File: config.mk
export PLATFORM = sky130hd
export DESIGN_NAME = id_decode_ctrl
export DESIGN_NICKNAME = d
export VERILOG_FILES = /design/src/rtl/id_decode_ctrl.sv
export SDC_FILE = /design/constraint.sdc
export NUM_CORES = 1
export LEC_CHECK = 0
export BUFFER_PORTS_ARGS = -buffer_cell sky130_fd_sc_hd__buf_2
export CAP_MARGIN = 5
export CELL_PAD_IN_SITES_DETAIL_PLACEMENT = 2
export CELL_PAD_IN_SITES_GLOBAL_PLACEMENT = 2
export CORE_UTILIZATION = 23
export CTS_BUF_LIST = sky130_fd_sc_hd__clkbuf_16
export DETAILED_ROUTE_END_ITERATION = 6
export GPL_TIMING_DRIVEN = 0
export PLACE_DENSITY = 0.77
export SKIP_CTS_REPAIR_TIMING = 1
export SLEW_MARGIN = 5
export SYNTH_ARGS = -nofsm -noshare
export SYNTH_HDL_FRONTEND = slang
export SYNTH_SLANG_ARGS = --single-unit
File: constraint.sdc
create_clock -name clk -period 2.3 [get_ports clk]
set_clock_uncertainty 0.2 [all_clocks]
set_input_delay 0.46 -clock clk [delete_from_list [all_inputs] [get_ports clk]]
set_output_delay 0.46 -clock clk [all_outputs]
set_load 0.02 [all_outputs]
File: src/rtl/id_decode_ctrl.sv
// IF/ID pipeline register with combinational field extraction and control decode.
// Fields and controls come from the registered instruction, so they are valid right after the loading edge.
module id_decode_ctrl #(
    parameter int unsigned PC_W = 64
) (
    input  logic            clk,
    input  logic            rst,
    input  logic            IF_ID_flush,
    input  logic [31:0]     instruction,
    input  logic [PC_W-1:0] currPC,
    output logic [PC_W-1:0] currPC_out,
    output logic [10:0]     opcode,
    output logic [4:0]      Rn,
    output logic [4:0]      Rm,
    output logic [4:0]      Rd,
    output logic [5:0]      shamt,
    output logic [8:0]      dAddr9,
    output logic [11:0]     ALU_Imm,
    output logic [18:0]     condAddr19,
    output logic [25:0]     brAddr26,
    output logic            uncondBr,
    output logic            branch,
    output logic            Reg2Loc,
    output logic            ALU_Src,
    output logic            RegWrite,
    output logic            ALU_SH,
    output logic            Imm,
    output logic            memToReg,
    output logic            memWrite,
    output logic            memRead,
    output logic            shiftDirn,
    output logic            ALU_on,
    output logic            set_flags,
    output logic            branchReg,
    output logic            branchLink,
    output logic [2:0]      ALU_cntrl
);

    localparam int unsigned INSTR_W = 32;

    localparam logic [2:0] ALU_PASS_B = 3'b000;
    localparam logic [2:0] ALU_ADD    = 3'b010;
    localparam logic [2:0] ALU_SUB    = 3'b011;

    logic [INSTR_W-1:0] r_instr;
    logic [PC_W-1:0]    r_pc;

    // IF/ID register: a flush loads an all-zero bubble
    always_ff @(posedge clk or negedge rst) begin
        if (!rst) begin
            r_instr <= '0;
            r_pc    <= '0;
        end else if (IF_ID_flush) begin
            r_instr <= '0;
            r_pc    <= '0;
        end else begin
            r_instr <= instruction;
            r_pc    <= currPC;
        end
    end

    assign currPC_out = r_pc;
    assign opcode     = r_instr[31:21];
    assign Rn         = r_instr[9:5];
    assign Rm         = r_instr[20:16];
    assign Rd         = r_instr[4:0];
    assign shamt      = r_instr[15:10];
    assign dAddr9     = r_instr[20:12];
    assign ALU_Imm    = r_instr[21:10];
    assign condAddr19 = r_instr[23:5];
    assign brAddr26   = r_instr[25:0];

    logic       w_uncond_br;
    logic       w_branch;
    logic       w_reg2loc;
    logic       w_alu_src;
    logic       w_reg_write;
    logic       w_alu_sh;
    logic       w_imm;
    logic       w_mem_to_reg;
    logic       w_mem_write;
    logic       w_mem_read;
    logic       w_shift_dirn;
    logic       w_alu_on;
    logic       w_set_flags;
    logic       w_branch_reg;
    logic       w_branch_link;
    logic [2:0] w_alu_cntrl;
    logic [2:0] w_mem_cntrl;

    // Loads/stores with a negative 9-bit offset subtract from the base
    assign w_mem_cntrl = dAddr9[8] ? ALU_SUB : ALU_ADD;

    always_comb begin
        w_uncond_br   = 1'b0;
        w_branch      = 1'b0;
        w_reg2loc     = 1'b0;
        w_alu_src     = 1'b0;
        w_reg_write   = 1'b0;
        w_alu_sh      = 1'b0;
        w_imm         = 1'b0;
        w_mem_to_reg  = 1'b0;
        w_mem_write   = 1'b0;
        w_mem_read    = 1'b0;
        w_shift_dirn  = 1'b0;
        w_alu_on      = 1'b0;
        w_set_flags   = 1'b0;
        w_branch_reg  = 1'b0;
        w_branch_link = 1'b0;
        w_alu_cntrl   = ALU_PASS_B;
        casez (opcode)
            11'b1001000100?: begin // ADDI
                w_reg_write = 1'b1;
                w_alu_src   = 1'b1;
                w_imm       = 1'b1;
                w_alu_on    = 1'b1;
                w_alu_cntrl = ALU_ADD;
            end
            11'b10101011000: begin // ADDS
                w_reg_write = 1'b1;
                w_reg2loc   = 1'b1;
                w_alu_on    = 1'b1;
                w_set_flags = 1'b1;
                w_alu_cntrl = ALU_ADD;
            end
            11'b11101011000: begin // SUBS
                w_reg_write = 1'b1;
                w_reg2loc   = 1'b1;
                w_alu_on    = 1'b1;
                w_set_flags = 1'b1;
                w_alu_cntrl = ALU_SUB;
            end
            11'b11010011011: begin // LSL
                w_reg_write = 1'b1;
                w_alu_sh    = 1'b1;
            end
            11'b11010011010: begin // LSR
                w_reg_write  = 1'b1;
                w_alu_sh     = 1'b1;
                w_shift_dirn = 1'b1;
            end
            11'b11111000010: begin // LDUR
                w_reg_write  = 1'b1;
                w_alu_src    = 1'b1;
                w_alu_on     = 1'b1;
                w_mem_to_reg = 1'b1;
                w_mem_read   = 1'b1;
                w_alu_cntrl  = w_mem_cntrl;
            end
            11'b11111000000: begin // STUR
                w_alu_src   = 1'b1;
                w_alu_on    = 1'b1;
                w_mem_write = 1'b1;
                w_alu_cntrl = w_mem_cntrl;
            end
            11'b000101?????: begin // B
                w_branch    = 1'b1;
                w_uncond_br = 1'b1;
            end
            11'b100101?????: begin // BL
                w_branch      = 1'b1;
                w_uncond_br   = 1'b1;
                w_branch_link = 1'b1;
                w_reg_write   = 1'b1;
            end
            11'b10110100???: begin // CBZ
                w_branch    = 1'b1;
                w_alu_on    = 1'b1;
                w_alu_cntrl = ALU_PASS_B;
            end
            11'b01010100???: begin // B.cond
                w_branch = 1'b1;
            end
            11'b11010110000: begin // BR
                w_branch     = 1'b1;
                w_branch_reg = 1'b1;
            end
            default: begin
            end
        endcase
    end

    // Reset forces every control low independent of the register contents
    assign uncondBr   = rst & w_uncond_br;
    assign branch     = rst & w_branch;
    assign Reg2Loc    = rst & w_reg2loc;
    assign ALU_Src    = rst & w_alu_src;
    assign RegWrite   = rst & w_reg_write;
    assign ALU_SH     = rst & w_alu_sh;
    assign Imm        = rst & w_imm;
    assign memToReg   = rst & w_mem_to_reg;
    assign memWrite   = rst & w_mem_write;
    assign memRead    = rst & w_mem_read;
    assign shiftDirn  = rst & w_shift_dirn;
    assign ALU_on     = rst & w_alu_on;
    assign set_flags  = rst & w_set_flags;
    assign branchReg  = rst & w_branch_reg;
    assign branchLink = rst & w_branch_link;
    assign ALU_cntrl  = (rst && w_alu_on) ? w_alu_cntrl : ALU_PASS_B;

endmodule

Word level (Yosys, flattened, before mapping)
Index checks and enable logic that the tools add are counted.
- bits in writable memories: 0
- memories: 0
- memory bits (read-only): 0
- latch bits: 0
- bits in registers: 96
- word-level logic and storage cells: 55
- input port bits: 99
- order comparisons: 0
- mux-type cells: 18
- reduce and logical (&&, ||, !) cells: 10
- equality and inequality tests: 12
- shift operators: 0
- bitwise logic cells: 13
- $add $sub $neg: 0
- divide/modulo/power cells: 0
- $mul: 0
- operator list (cell ; count):
    $eq 11x11->1 const B ; 7
    $mux 64 ; 1
    $mux 32 ; 1
    $mux 1 ; 14
    $and 1x1->1 ; 13
    $eq 10x10->1 const B ; 1
    $reduce_or 2->1 ; 5
    $eq 8x7->1 const B ; 1
    $eq 8x8->1 const B ; 1
    $reduce_or 7->1 ; 1
    $eq 6x3->1 const B ; 1
    $eq 6x6->1 const B ; 1
    $pmux 2 s3 ; 1
    $reduce_or 6->1 ; 1
    $reduce_or 5->1 ; 1
    $mux 3 ; 1
    $reduce_or 3->1 ; 1
    $logic_and 1x1->1 ; 1

Longest topological paths before layout
- depth after elaboration: 5
- mapped depth: 5
- gate-level depth less buffers: 4

Least setup slack after synthesis
OpenSTA, ideal clock, no wires.
- kind: reg-to-output
- start: reg r_instr[21]
- end: out RegWrite
- stages on the path, launching flop included: 5
- path slack: -0.104 ns
- arrival time: 1.744 ns
- required time: 1.640 ns
- buffers on the path: 0
- cell sequence: dfrtp_1 or3_1 nor3_1 and2_1 or3_1
- cells in the longest elaborated chain, start to end: 4
- ends and longest elaborated chain (element ; RTL line ; RTL):
    start, declared ; 45 ; logic [INSTR_W-1:0] r_instr;
    start signal, assigned ; 57 ; r_instr <= instruction;
    $eq 11x11->1 ; 111 ; casez (opcode)
    $reduce_or 7->1 (no line) * ; - ;
    $mux 1 * ; 111 ;
    $and 1x1->1 * ; 188 ; assign RegWrite = rst & w_reg_write;
    end, declared ; 25 ; output logic RegWrite,
Mark *: on every way between the ends. The rest lies on a longest branch, timed or not.

Worst setup path after layout
- start: reg r_instr[22]
- end: out RegWrite
- cells in the longest elaborated chain, start to end: 4
- ends and longest elaborated chain (element ; RTL line):
    $eq 11x11->1 / $eq 10x10->1 (equally long branches) ; 111
    $reduce_or 7->1 (no line) * ; -
    $mux 1 * ; 111
    $and 1x1->1 * ; 188
Marked as above.

==> run summary <==
The run finished, with violations left. The checks that failed: setup timing. The number of I/O port buffers is 276. The global routing usage summed across all routing layers is 0.155. CTS placed an instance of sky130_fd_sc_hd__clkbuf_16 at the clock tree root. The buffer depth of the longest clock path is 2. By area the synthesized netlist is led by sky130_fd_sc_hd__dfrtp_1 (62%), sky130_fd_sc_hd__nor2b_1 (16%), sky130_fd_sc_hd__buf_4 (13%).

The min-delay analysis places its worst path in the category in -> async. Static timing analysis puts the maximum clock frequency at 371 MHz. The area share of the largest cell type after synthesis is 0.619. The starting DRC count in detailed routing is 47.

The count of pins over their slew limit came out at 0. The number of buffers and inverters on the critical path is 2. STA classifies the critical path startpoint as a flip-flop. The mean cell area of the mapped netlist came out at 12.3 µm². The floorplan die height is 132 µm. The biggest area contributor in the post-synthesis netlist is sky130_fd_sc_hd__dfrtp_1. The die area came out at 17400 µm².

The post-detailed-route wirelength per cell came out at 16.8 µm. The post-synthesis register bit count is 96. On the critical path, the stage with the largest delay is an instance of sky130_fd_sc_hd__dfrtp_2. The max-capacitance violation count is 0.

Counting flops with an async set or reset pin after synthesis yields a share of 1.00. Setup repair after global routing could not meet its margin everywhere. In this run the tightest slew margin relative to its limit is 0.622. The number of hold violations in the final report was 0. The area of the mapped netlist came out at 3880 µm². The share of the clock period used by the worst path is 1.17. The nature of the critical path endpoint is an output port. The number of buffers created by CTS came out at 9. The number of nets in the synthesized netlist is 415. In the final layout, the share of cells above drive strength 1 is 0.632. After global routing, the most crowded layer is met2. In this run the static leakage power is 3.53 nW. The cell count after synthesis is 316. The via count of the first global-routing pass is 3631. Setup violations remaining at the end of the flow were counted as 13. Compared with the post-synthesis result, the final layout area differs by 62.4%. The actual slew at the worst max-slew pin came out at 0.564 ns.

The post-layout net count came out at 732. The pin count of the biggest net entering global routing came out at 51. The initial antenna violation count came to 2. Summed over all layers, the routed wires come to 14400 µm. The number of warnings reported in the yosys synthesis log came out at 0. The clock tree from TritonCTS is done. The H-tree generated during clock tree synthesis spans 3 levels. The placement-stage worst setup slack came out at -0.780 ns. The DRC violations left came out at 0. For this run, the detailed router's first-pass iteration total came to 4. In the routed layout, each cell is associated on average with a via count of 3.94. The maximum VDD drop is 0.000295 V. The count of flip-flops with a built-in enable after synthesis came out at 0. The worst-case setup margin in the final layout came out at -0.395 ns. For met1 alone, demand over resource in global routing was 0.152. Detailed routing inserted a total of 3385 vias. The count of unique library cells instantiated by Yosys is 35. The number of routed nets with antenna violations came out at 0. The delay of the slowest cell on the worst path came out at 0.46 ns. By startpoint and endpoint, the worst setup path is classified as reg -> out. The first-pass GRT wire length came out at 20300 µm. The peak fanout along the critical path is 6. The number of standard cells in the layout, taps in and fillers out is 859.

In this design, the largest share of critical-path delay is due to simple AND/OR/NAND/NOR gates. The global routing usage on met3 is 0.0584. The top-level I/O count came out at 279.

Data on the critical path is required at its endpoint by 1.64 ns. For this run, the leading register cell type out of synthesis is sky130_fd_sc_hd__dfrtp_1. The placeable core area is 16500 µm². The number of core rows is 47.

The total congestion overflow came out at 0. The detailed-placement wirelength estimate came out at 10800 µm. The data arrival time of the critical path came out at 2.03 ns. The power density over cell area is 626 nW/µm².

The die outline width is 132 µm. The clock edge transition at the registers on the reported setup and hold paths is 0.06 ns. Walking the worst path, the cells encountered are buf_4, nor4b_1, o21bai_1, a21oi_1, or3_4, buf_6. The global placement routability congestion is 0.793. The sequential area share after synthesis came out at 0.619. Counting every sink on the clock net gives 96. The met2 demand-to-capacity share in global routing is 0.287. The number of placed cells counting well taps is 813. The initial utilization of the core area, before any placement, comes to 0.235. For the finished layout, the period the worst path requires is 2.69 ns.
[area by class of cell]
class / instances / area (µm²)
Sequential cell: 96 / 2410
Tap cell: 220 / 275
Fill cell: 1808 / 10200
Buffer: 80 / 571
Clock inverter: 7 / 38.8
Timing Repair Buffer: 306 / 1820
Antenna cell: 1 / 2.50
Multi-Input combinational cell: 140 / 965
Clock buffer: 9 / 225
[per-stage QoR]
stage | util | hold slack (ns) | total power [mW] | TNS [ns] | instance area [µm²]
finish | 0.382 | 0.0732 | 3.95 | -2.73 | 6310
global route | 0.382 | 0.0777 | 4.13 | -4.26 | 6310
CTS | 0.353 | -0.0594 | 3.95 | -8.85 | 5840
detailed placement | 0.337 | 0.327 | 2.55 | -8.56 | 5580
global placement | 0.336 | 0.477 | 2.51 | -58.50 | 5550
floorplan | - | -0.0356 | 2.23 | 0 | 3890
[cell families (layout without fill, tap and decap cells)]
kind of cell | Yosys count | count (layout) | synth area share
AOI/OAI and AO/OA | 8 | 8 | 0.0155
buffers and inverters | 80 | 402 | 0.144
DFF | 96 | 96 | 0.619
other | 1 | 2 | 0.000966
and+or+nand+nor | 131 | 131 | 0.221
[where the power goes]
part | switching [mW] | total, mW | internal [mW]
combinational | 0.406 | 0.745 | 0.339
clock | 0.648 | 1.37 | 0.726
sequential | 0.0557 | 1.83 | 1.77
total | 1.11 | 3.95 | 2.84
[cell usage after synthesis (all sizes together), types with 2 or more instances]
cell type,number
buf,70
and4bb,2
nand2,5
clkbuf,10
nor2b,97
nor3,3
dfrtp,96
nor2,6
or3,2
nand3,2
nor3b,2
and4,2
nor4b,2
and2,2
[sequential cells by signal (all words and copies together) (netlist names)]
register	flops
r_instr	32
currPC_out	64
[per-layer routing]
layer,vias to the layer above,part of all wire
li1,1559,-
met1,1627,0.35
met2,178,0.55
met3,19,0.080
met4,2,0.021
met5,-,0.00083
[worst paths after layout]
path | to | slack, ns | depth (start not counted) | startpoint
min | r_instr[28] | 0.07 | 4 | rst
max in group asynchronous | currPC_out[0] | 0.89 | 4 | rst
min in group clk | currPC_out[34] | 0.13 | 2 | currPC[34]
max | RegWrite | -0.39 | 6 | r_instr[22]
[cell usage in the layout (no fill, tap or decap), types with 2 or more instances in the layout]
master,n
sky130_fd_sc_hd__buf_2,261
sky130_fd_sc_hd__nor2b_1,97
sky130_fd_sc_hd__buf_4,92
sky130_fd_sc_hd__dfrtp_1,89
sky130_fd_sc_hd__clkbuf_16,13
sky130_fd_sc_hd__clkbuf_1,9
sky130_fd_sc_hd__buf_6,9
sky130_fd_sc_hd__dfrtp_2,7
sky130_fd_sc_hd__nor2_1,6
sky130_fd_sc_hd__dlygate4sd3_1,6
sky130_fd_sc_hd__nand2_1,5
sky130_fd_sc_hd__nor3b_4,2
sky130_fd_sc_hd__nand3_1,2
sky130_fd_sc_hd__or3_4,2
sky130_fd_sc_hd__inv_1,2
sky130_fd_sc_hd__clkinv_2,2
sky130_fd_sc_hd__inv_6,2
sky130_fd_sc_hd__buf_12,2
sky130_fd_sc_hd__buf_16,2
Note: power is estimated with default switching activity, not from simulation.
